`config.mk`:
```
export PLATFORM = sky130hd
export DESIGN_NAME = voice_allocator
export DESIGN_NICKNAME = d
export VERILOG_FILES = /design/src/rtl/voice_allocator.sv
export SDC_FILE = /design/constraint.sdc
export NUM_CORES = 1
export LEC_CHECK = 0
export ABC_AREA = 1
export CELL_PAD_IN_SITES_DETAIL_PLACEMENT = 1
export CELL_PAD_IN_SITES_GLOBAL_PLACEMENT = 1
export CORE_MARGIN = 2
export CORE_UTILIZATION = 30
export CTS_CLUSTER_DIAMETER = 60
export DETAILED_ROUTE_END_ITERATION = 8
export GPL_TIMING_DRIVEN = 0
export PLACE_DENSITY = 0.76
export SYNTH_ARGS = -nofsm -noshare
export SYNTH_HDL_FRONTEND = slang
export SYNTH_SLANG_ARGS = --single-unit
```
`constraint.sdc`:
```
create_clock -name clock_50_000_000 -period 7.3 [get_ports clock_50_000_000]
set_input_delay 2.19 -clock clock_50_000_000 [delete_from_list [all_inputs] [get_ports clock_50_000_000]]
set_output_delay 2.19 -clock clock_50_000_000 [all_outputs]
set_load 0.03 [all_outputs]
```
`src/rtl/voice_allocator.sv`:
```
// Polyphonic voice allocator: maps MIDI note on/off events onto a fixed pool
// of synthesis voices, with retrigger, lowest-free allocation and
// oldest-voice stealing (or dropping) when the pool is exhausted.

package midi_pkg;

    // One note command as seen by a voice; status 1 = ON, 0 = OFF.
    typedef struct packed {
        logic       status;
        logic [6:0] note;
        logic [6:0] velocity;
    } note_change_t;

endpackage : midi_pkg

module voice_allocator
    import midi_pkg::*;
#(
    parameter int unsigned VOICES       = 4,
    parameter int unsigned STEAL_OLDEST = 1
) (
    input  logic                             clock_50_000_000,
    input  logic                             reset_l,
    input  note_change_t                     note,
    input  logic                             note_ready,
    output note_change_t [VOICES-1:0]        pipeline_notes,
    output logic         [VOICES-1:0]        pipeline_notes_ready,
    output logic                             voice_stolen,
    output logic                             note_dropped
);

    localparam int unsigned AW      = $clog2(VOICES);
    localparam logic [AW-1:0] AGE_MAX = AW'(VOICES - 1);

    // Per-voice allocation state
    logic [VOICES-1:0]          active_q, active_d;
    logic [VOICES-1:0][6:0]     vnote_q,  vnote_d;
    logic [VOICES-1:0][AW-1:0]  age_q,    age_d;

    // Registered outputs
    note_change_t [VOICES-1:0]  notes_q,   notes_d;
    logic [VOICES-1:0]          ready_q,   ready_d;
    logic                       stolen_q,  stolen_d;
    logic                       dropped_q, dropped_d;

    // Lookup results
    logic                       hit;
    int unsigned                hit_idx;
    logic                       free_found;
    int unsigned                free_idx;
    int unsigned                old_idx;
    logic [AW-1:0]              old_age;

    logic                       is_on;
    logic                       alloc;
    int unsigned                tgt;

    // Search the pool: voice holding this note, lowest free voice, oldest voice
    always_comb begin
        hit        = 1'b0;
        hit_idx    = 0;
        free_found = 1'b0;
        free_idx   = 0;
        old_idx    = 0;
        old_age    = age_q[0];
        for (int unsigned v = 0; v < VOICES; v++) begin
            if (!hit && active_q[v] && (vnote_q[v] == note.note)) begin
                hit     = 1'b1;
                hit_idx = v;
            end
            if (!free_found && !active_q[v]) begin
                free_found = 1'b1;
                free_idx   = v;
            end
            // Strict compare keeps the lowest index on ties
            if (age_q[v] > old_age) begin
                old_age = age_q[v];
                old_idx = v;
            end
        end
    end

    // Next-state and next-output computation for one event
    always_comb begin
        active_d  = active_q;
        vnote_d   = vnote_q;
        age_d     = age_q;
        notes_d   = notes_q;
        ready_d   = '0;
        stolen_d  = 1'b0;
        dropped_d = 1'b0;
        alloc     = 1'b0;
        tgt       = 0;
        // ON with zero velocity is treated as OFF
        is_on     = note.status && (note.velocity != 7'd0);

        if (note_ready) begin
            if (is_on) begin
                if (hit) begin
                    alloc = 1'b1;
                    tgt   = hit_idx;
                end else if (free_found) begin
                    alloc = 1'b1;
                    tgt   = free_idx;
                end else if (STEAL_OLDEST != 0) begin
                    alloc    = 1'b1;
                    tgt      = old_idx;
                    stolen_d = 1'b1;
                end else begin
                    dropped_d = 1'b1;
                end

                if (alloc) begin
                    for (int unsigned v = 0; v < VOICES; v++) begin
                        if (v == tgt) begin
                            active_d[v]         = 1'b1;
                            vnote_d[v]          = note.note;
                            age_d[v]            = '0;
                            notes_d[v].status   = 1'b1;
                            notes_d[v].note     = note.note;
                            notes_d[v].velocity = note.velocity;
                            ready_d[v]          = 1'b1;
                        end else if (active_q[v] && (age_q[v] != AGE_MAX)) begin
                            age_d[v] = age_q[v] + AW'(1);
                        end
                    end
                end
            end else if (hit) begin
                for (int unsigned v = 0; v < VOICES; v++) begin
                    if (v == hit_idx) begin
                        active_d[v]         = 1'b0;
                        notes_d[v].status   = 1'b0;
                        notes_d[v].note     = note.note;
                        notes_d[v].velocity = note.velocity;
                        ready_d[v]          = 1'b1;
                    end
                end
            end
        end
    end

    // State and output registers
    always_ff @(posedge clock_50_000_000 or negedge reset_l) begin
        if (!reset_l) begin
            active_q  <= '0;
            vnote_q   <= '0;
            age_q     <= '0;
            notes_q   <= '0;
            ready_q   <= '0;
            stolen_q  <= 1'b0;
            dropped_q <= 1'b0;
        end else begin
            active_q  <= active_d;
            vnote_q   <= vnote_d;
            age_q     <= age_d;
            notes_q   <= notes_d;
            ready_q   <= ready_d;
            stolen_q  <= stolen_d;
            dropped_q <= dropped_d;
        end
    end

    assign pipeline_notes       = notes_q;
    assign pipeline_notes_ready = ready_q;
    assign voice_stolen         = stolen_q;
    assign note_dropped         = dropped_q;

endmodule : voice_allocator

```
## Yosys cells after proc, flatten, opt, wreduce, memory -nomap -nowiden

Cells that the tools add are included.

| operators by class | value |
|---|---|
| add/subtract/negate cells | 4 |
| $lt $le $gt $ge | 3 |
| equality and inequality tests | 19 |
| multiplexer cells | 71 |
| reductions and logical operators | 47 |

Operators by type and width:

| kind | number |
|---|---|
| 32-bit 2-to-1 mux | 9 |
| 60-bit 2-to-1 mux | 3 |
| 2-bit by 32-bit == test with 1-bit output (first input constant) | 4 |
| 15-bit 2-to-1 mux | 8 |
| 1-bit by 32-bit == test with 1-bit output (first input constant) | 2 |
| 32-bit zero test | 2 |
| 1-bit 2-to-1 mux | 33 |
| 4-bit AND reduction | 8 |
| 7-bit == test | 4 |
| 4-bit 2-to-1 mux | 7 |
| 2-bit 2-to-1 mux | 11 |
| 5-bit AND reduction | 4 |
| 2-bit nonzero test | 9 |
| 1-bit logical AND | 15 |
| 2-bit by 1-bit != test with 1-bit output (second input constant) | 5 |
| 2-bit by 1-bit adder with 2-bit output (second input constant) | 4 |
| 1-bit zero test | 8 |
| 2-bit != test (second input constant) | 4 |
| 7-bit nonzero test | 1 |
| 2-bit greater-than comparator | 3 |

| storage, ports and cells | value |
|---|---|
| register bits | 105 |
| output and inout bits | 66 |
| word-level logic and storage cells | 170 |

## Logic depth before layout (Yosys ltp)

| depth | value |
|---|---|
| depth after elaboration | 23 |
| mapped depth | 28 |
| depth with buffers taken out | 27 |

## Least setup slack after synthesis

No wires, ideal clock.

| timing | value |
|---|---|
| kind | input to register |
| start | input port note[12] (netlist bit) |
| end | register age_q[0] (netlist bit) |
| library setup time | 117 ps |
| arrival time | 3,667 ps |
| required time | 7,183 ps |
| path slack | 3,516 ps |
| stages on the path | 17 |
| cells stage by stage | buf_4 -> inv_2 -> nand2_1 -> nand2_1 -> nor2_1 -> nand2_2 -> nor2_4 -> inv_2 -> nand2_2 -> o21ai_4 -> nand2_4 -> nand3_2 -> buf_4 -> nand2_2 -> inv_2 -> nand2_1 -> nand2_1 |

| on the way | value |
|---|---|
| longest elaborated chain between the ends | 21 |
| elaborated cells on any way between the ends | 28 |
| those cells by class | eq/ne (4); mux (11); reduce/logical (13) |

RTL lines:

| what | RTL line | source |
|---|---|---|
| from (decl) | 24 | `input note_change_t note,` |
| 7-bit == test | 67 | `if (!hit && active_q[v] && (vnote_q[v] == note.note)) begin` |
| 1-bit logical AND | 67 |  |
| 1-bit 2-to-1 mux | 67 |  |
| 1-bit zero test | 67 |  |
| 1-bit logical AND (2 in series) | 67 |  |
| 1-bit 2-to-1 mux | 67 |  |
| 1-bit zero test | 67 |  |
| 1-bit logical AND (2 in series) | 67 |  |
| [2 not listed] | -- |  |
| 1-bit logical AND (2 in series) | 67 |  |
| 32-bit 2-to-1 mux or 1-bit 2-to-1 mux (tied branches) | 67 |  |
| 32-bit 2-to-1 mux (*) | 99 | `if (hit) begin` |
| 32-bit 2-to-1 mux (*) | 98 | `if (is_on) begin` |
| 32-bit 2-to-1 mux (*) | 97 | `if (note_ready) begin` |
| 32-bit zero test (*) | 115 | `if (v == tgt) begin` |
| 2-bit nonzero test (no line) | -- |  |
| 4-bit AND reduction (no line) | -- |  |
| to (signal assigned) | 155 | `age_q <= age_d;` |
| to (decl) | 38 | `logic [VOICES-1:0][AW-1:0] age_q, age_d;` |

Every way passes the cells marked *; elsewhere a longest branch is shown, timed or not. The select of a mux whose other input is x is not followed.
A chain may end at the register's enable or synchronous reset.

## Worst setup path in the final report

| timing | value |
|---|---|
| start | input port note[8] (netlist bit) |
| end | register notes_q (netlist bit pipeline_notes[51]) |

| on the way | value |
|---|---|
| longest elaborated chain between the ends | 21 |
| elaborated cells on any way between the ends | 30 |
| those cells by class | eq/ne (7); mux (10); reduce/logical (13) |

RTL lines:

| what | RTL line | source |
|---|---|---|
| 7-bit == test | 67 |  |
| 1-bit logical AND | 67 |  |
| 1-bit 2-to-1 mux | 67 |  |
| 1-bit zero test | 67 |  |
| 1-bit logical AND (2 in series) | 67 |  |
| 1-bit 2-to-1 mux | 67 |  |
| 1-bit zero test | 67 |  |
| 1-bit logical AND (2 in series) | 67 |  |
| [2 not listed] | -- |  |
| 1-bit logical AND (2 in series) | 67 |  |
| 32-bit 2-to-1 mux or 1-bit 2-to-1 mux (tied branches) | 67 |  |
| 32-bit 2-to-1 mux | 99 |  |
| 32-bit 2-to-1 mux | 98 |  |
| 32-bit 2-to-1 mux | 97 |  |
| 2-bit by 32-bit == test with 1-bit output | 115 |  |
| 2-bit by 1-bit != test with 1-bit output (no line) | -- |  |
| 5-bit AND reduction (no line) (*) | -- |  |
| to (signal assigned) | 156 | `notes_q <= notes_d;` |
| to (decl) | 41 | `note_change_t [VOICES-1:0] notes_q, notes_d;` |

Marked as above.

==> results.toml <==
[power]
cellPowerDensity_mw_per_mm2 = 445.4
p_sw_share_pct = 45.11
p_sw_mw = 1.298
vdd_drop_max_v = 0.0001904
internal_power_mw = 1.579
p_clk_share_pct = 16.5
cellLeakagePower_nw = 3.279
finalPower_mw = 2.877
p_comb_share_pct = 49.7
seqPwrFrac_pct = 33.8

[cts]
ctsHoldBuffers = 0
root_buffer = "clkbuf_16"
clock_latency_ns = 0.36
clock_path_buffers = 2
cts_resized = 0
cts_buffers = 9
cts_tree = "built"
htree_levels = 3
clock_sinks = 101
clk_pin_slew_ns = 0.07
post_cts_buffers = 0

[routing]
vias = 4502
first_pass_iters = 4
vias_per_cell = 4.714
drtAntennaViolNets = 0
wl_per_cell_um = 16.64
initialDrtViolationCount = 212
drt-total-wl_mm = 15.89
drc_errors = 0

[grt]
grt_overflow_total = 0
antenna_found_initial = 0
grt_pass1_vias = 4649
grtUsageTotal_pct = 18.41
grt_max_degree = 66
grt_pass1_wl_mm = 25.72

[place]
dp_hpwl_mm = 11.43
place_area_mm2 = 0.006178
portBuffers = 76
place_congestion = 0.7870

[logic_synthesis]
ys_top_cells_by_area = "dfrtp_1, nand2_1, nand3_1"
netlist.area_leader.share_pct = 49.39
syn_area_per_cell_um2 = 7.971
synth_cell_types = 29
syn_inst = 642
syn_nets = 672
ys_ff_latch = 101
yosysSeqAreaShare_pct = 49.39
syn-cell-area_mm2 = 0.005117
yosysTopAreaCell = "dfrtp_1"
ys_warn_count = 0

[finish]
area_delta_synth_final_pct = 26.23
finalInstanceArea_mm2 = 0.006460
fillCellCount = 1994
final_common_cell = "nand2_1"
num_antenna_cells = 0
layout_common_cells = "nand2_1, dfrtp_1, clkdlybuf4s50_1"
fin_nets = 760
final_layout_size_suffix_gt1_share_pct = 10.48

[floorplanning]
initial_core_util_pct = 30.75
ios = 84
core_mm2 = 0.01664
dieArea_mm2 = 0.01812
fp.dieH_um = 134.6
rows = 47
die-width_um = 134.6

[setup_path]
timing.rr.end = "pipeline_notes[51]$_DFFE_PN0P_"
arrival_ns = 4.72
critPathMaxFanout = 10
cp.required_ns = 7.54
endpoint = "pipeline_notes[51]$_DFFE_PN0P_"
r2r-start = "age_q[3]$_DFFE_PN0P_"
critPathLaunchType = "input pin"
ff2ff_setup_slack_ns = 3.70
end_kind = "flop"
critPathKind = "in2reg"
r2r_cells = 26
cp-startpoint = "note[8]"

[sta]
fmax_mhz = 223.4
hold_viol = 0
worst_pin_slew_ns = 0.6717
final.min_clock_period_ns = 4.477
slew_viol_final = 0
tns_ns = 0
slew_headroom_pct = 55.06
finClkSkew_ns = 0.01176
fin_crit_sh_pct = 61.33
rsz0062_at_grt = "no"
finalSetupViolCount = 0

[job]
cap_violations = 0

[status]
outcome = "finished clean"

[min_path]
hp-class = "reg2reg"
## cells by family (layout without fill, tap and decap cells)
kind of cell	count (synthesis)	after routing	synth area share (%)
compound gates	36	36	3.790
simple gates	403	403	35.72
buf+inv	89	182	8.093
fa+ha+maj	12	12	2.934
other cells	1	1	0.07328
flops	101	101	49.39
## cell usage after synthesis
cell type and n:
a21oi_1 1, and2_1 1, buf_2 8, buf_4 10
buf_6 4, clkbuf_1 7, conb_1 1, dfrtp_1 101
ha_1 12, inv_1 49, inv_2 10, inv_4 1
nand2_1 263, nand2_2 6, nand2_4 5, nand3_1 61
nand3_2 3, nand3_4 3, nand4_1 20, nand4_4 2
nor2_1 28, nor2_2 4, nor2_4 3, nor3_1 3
nor4_1 1, o21ai_0 25, o21ai_1 8, o21ai_4 1
o21bai_1 1
## flip-flops by register name (all words and copies together) (netlist names)
name                  flops
active_q                  4
pipeline_notes           56
voice_stolen              1
pipeline_notes_ready      4
vnote_q                  28
age_q                     8
## per-stage QoR
stage | util (%) | hold WS (ns) | cells | worst slack (ns)
floorplan | - | 0.4725 | 642 | 3.516
global placement | 36.97 | 0.4540 | 938 | -0.1096
detailed placement | 37.13 | 0.4591 | 939 | 2.464
CTS | 38.82 | 0.4772 | 955 | 2.799
global route | 38.82 | 0.5009 | 955 | 2.593
finish | 38.82 | 0.4727 | 955 | 2.823
## metal layers
metal  vias up  global-route usage (%)  share of wire, %
li1       2196                       -                 -
met5         -                       0                 0
met4         0                   4.386               1.4
met2        73                   30.13                49
met1      2216                   24.68                44
met3        17                   4.505               4.7
## how the worst min path moves through the flow
stage                                         from                        endpoint  slack, ns  cells after the start
global route        pipeline_notes[52]$_DFFE_PN0P_  pipeline_notes[52]$_DFFE_PN0P_       0.50                      2
CTS                 pipeline_notes[52]$_DFFE_PN0P_  pipeline_notes[52]$_DFFE_PN0P_       0.48                      2
finish              pipeline_notes[52]$_DFFE_PN0P_  pipeline_notes[52]$_DFFE_PN0P_       0.47                      2
detailed placement  pipeline_notes[30]$_DFFE_PN0P_  pipeline_notes[30]$_DFFE_PN0P_       0.46                      2
floorplan                     age_q[1]$_DFFE_PN0P_            age_q[1]$_DFFE_PN0P_       0.47                      2
global placement    pipeline_notes[30]$_DFFE_PN0P_  pipeline_notes[30]$_DFFE_PN0P_       0.45                      2
## critical path: stages
cell	delay (ns)
clkdlybuf4s50_1	0.77
inv_2	0.08
buf_6	0.16
nand2_1	0.05
nand2_1	0.06
nor2_2	0.09
nand2_2	0.09
nor2_2	0.22
nor2_2	0.10
nand3_4	0.13
nand3_2	0.16
nand2_4	0.14
nand3_4	0.14
buf_6	0.18
nand2_1	0.07
nand2_1	0.06
## cell type report
cell class	count	area, um^2	area share [%]
Sequential cell	101	2527	39.12
Multi-Input combinational cell	452	2176	33.68
Timing Repair Buffer	77	785.8	12.16
Tap cell	220	275.3	4.261
Clock buffer	10	229.0	3.544
Inverter	60	227.7	3.525
Buffer	29	186.4	2.886
Clock inverter	6	52.55	0.8135
## power by group through the flow
| stage | logic, mW | registers (mW) | clock network (mW) |
|---|---|---|---|
| 2_1_floorplan | 0.616 | 1.25 | 0 |
| 3_5_place_dp | 1.44 | 0.980 | 0 |
| 3_3_place_gp | 1.40 | 0.976 | 0 |
| 4_1_cts | 1.45 | 0.975 | 0.487 |
| 5_1_grt | 1.59 | 1.01 | 0.507 |
| 6_report | 1.43 | 0.973 | 0.474 |
No activity file was read; power rests on OpenSTA's default activity.
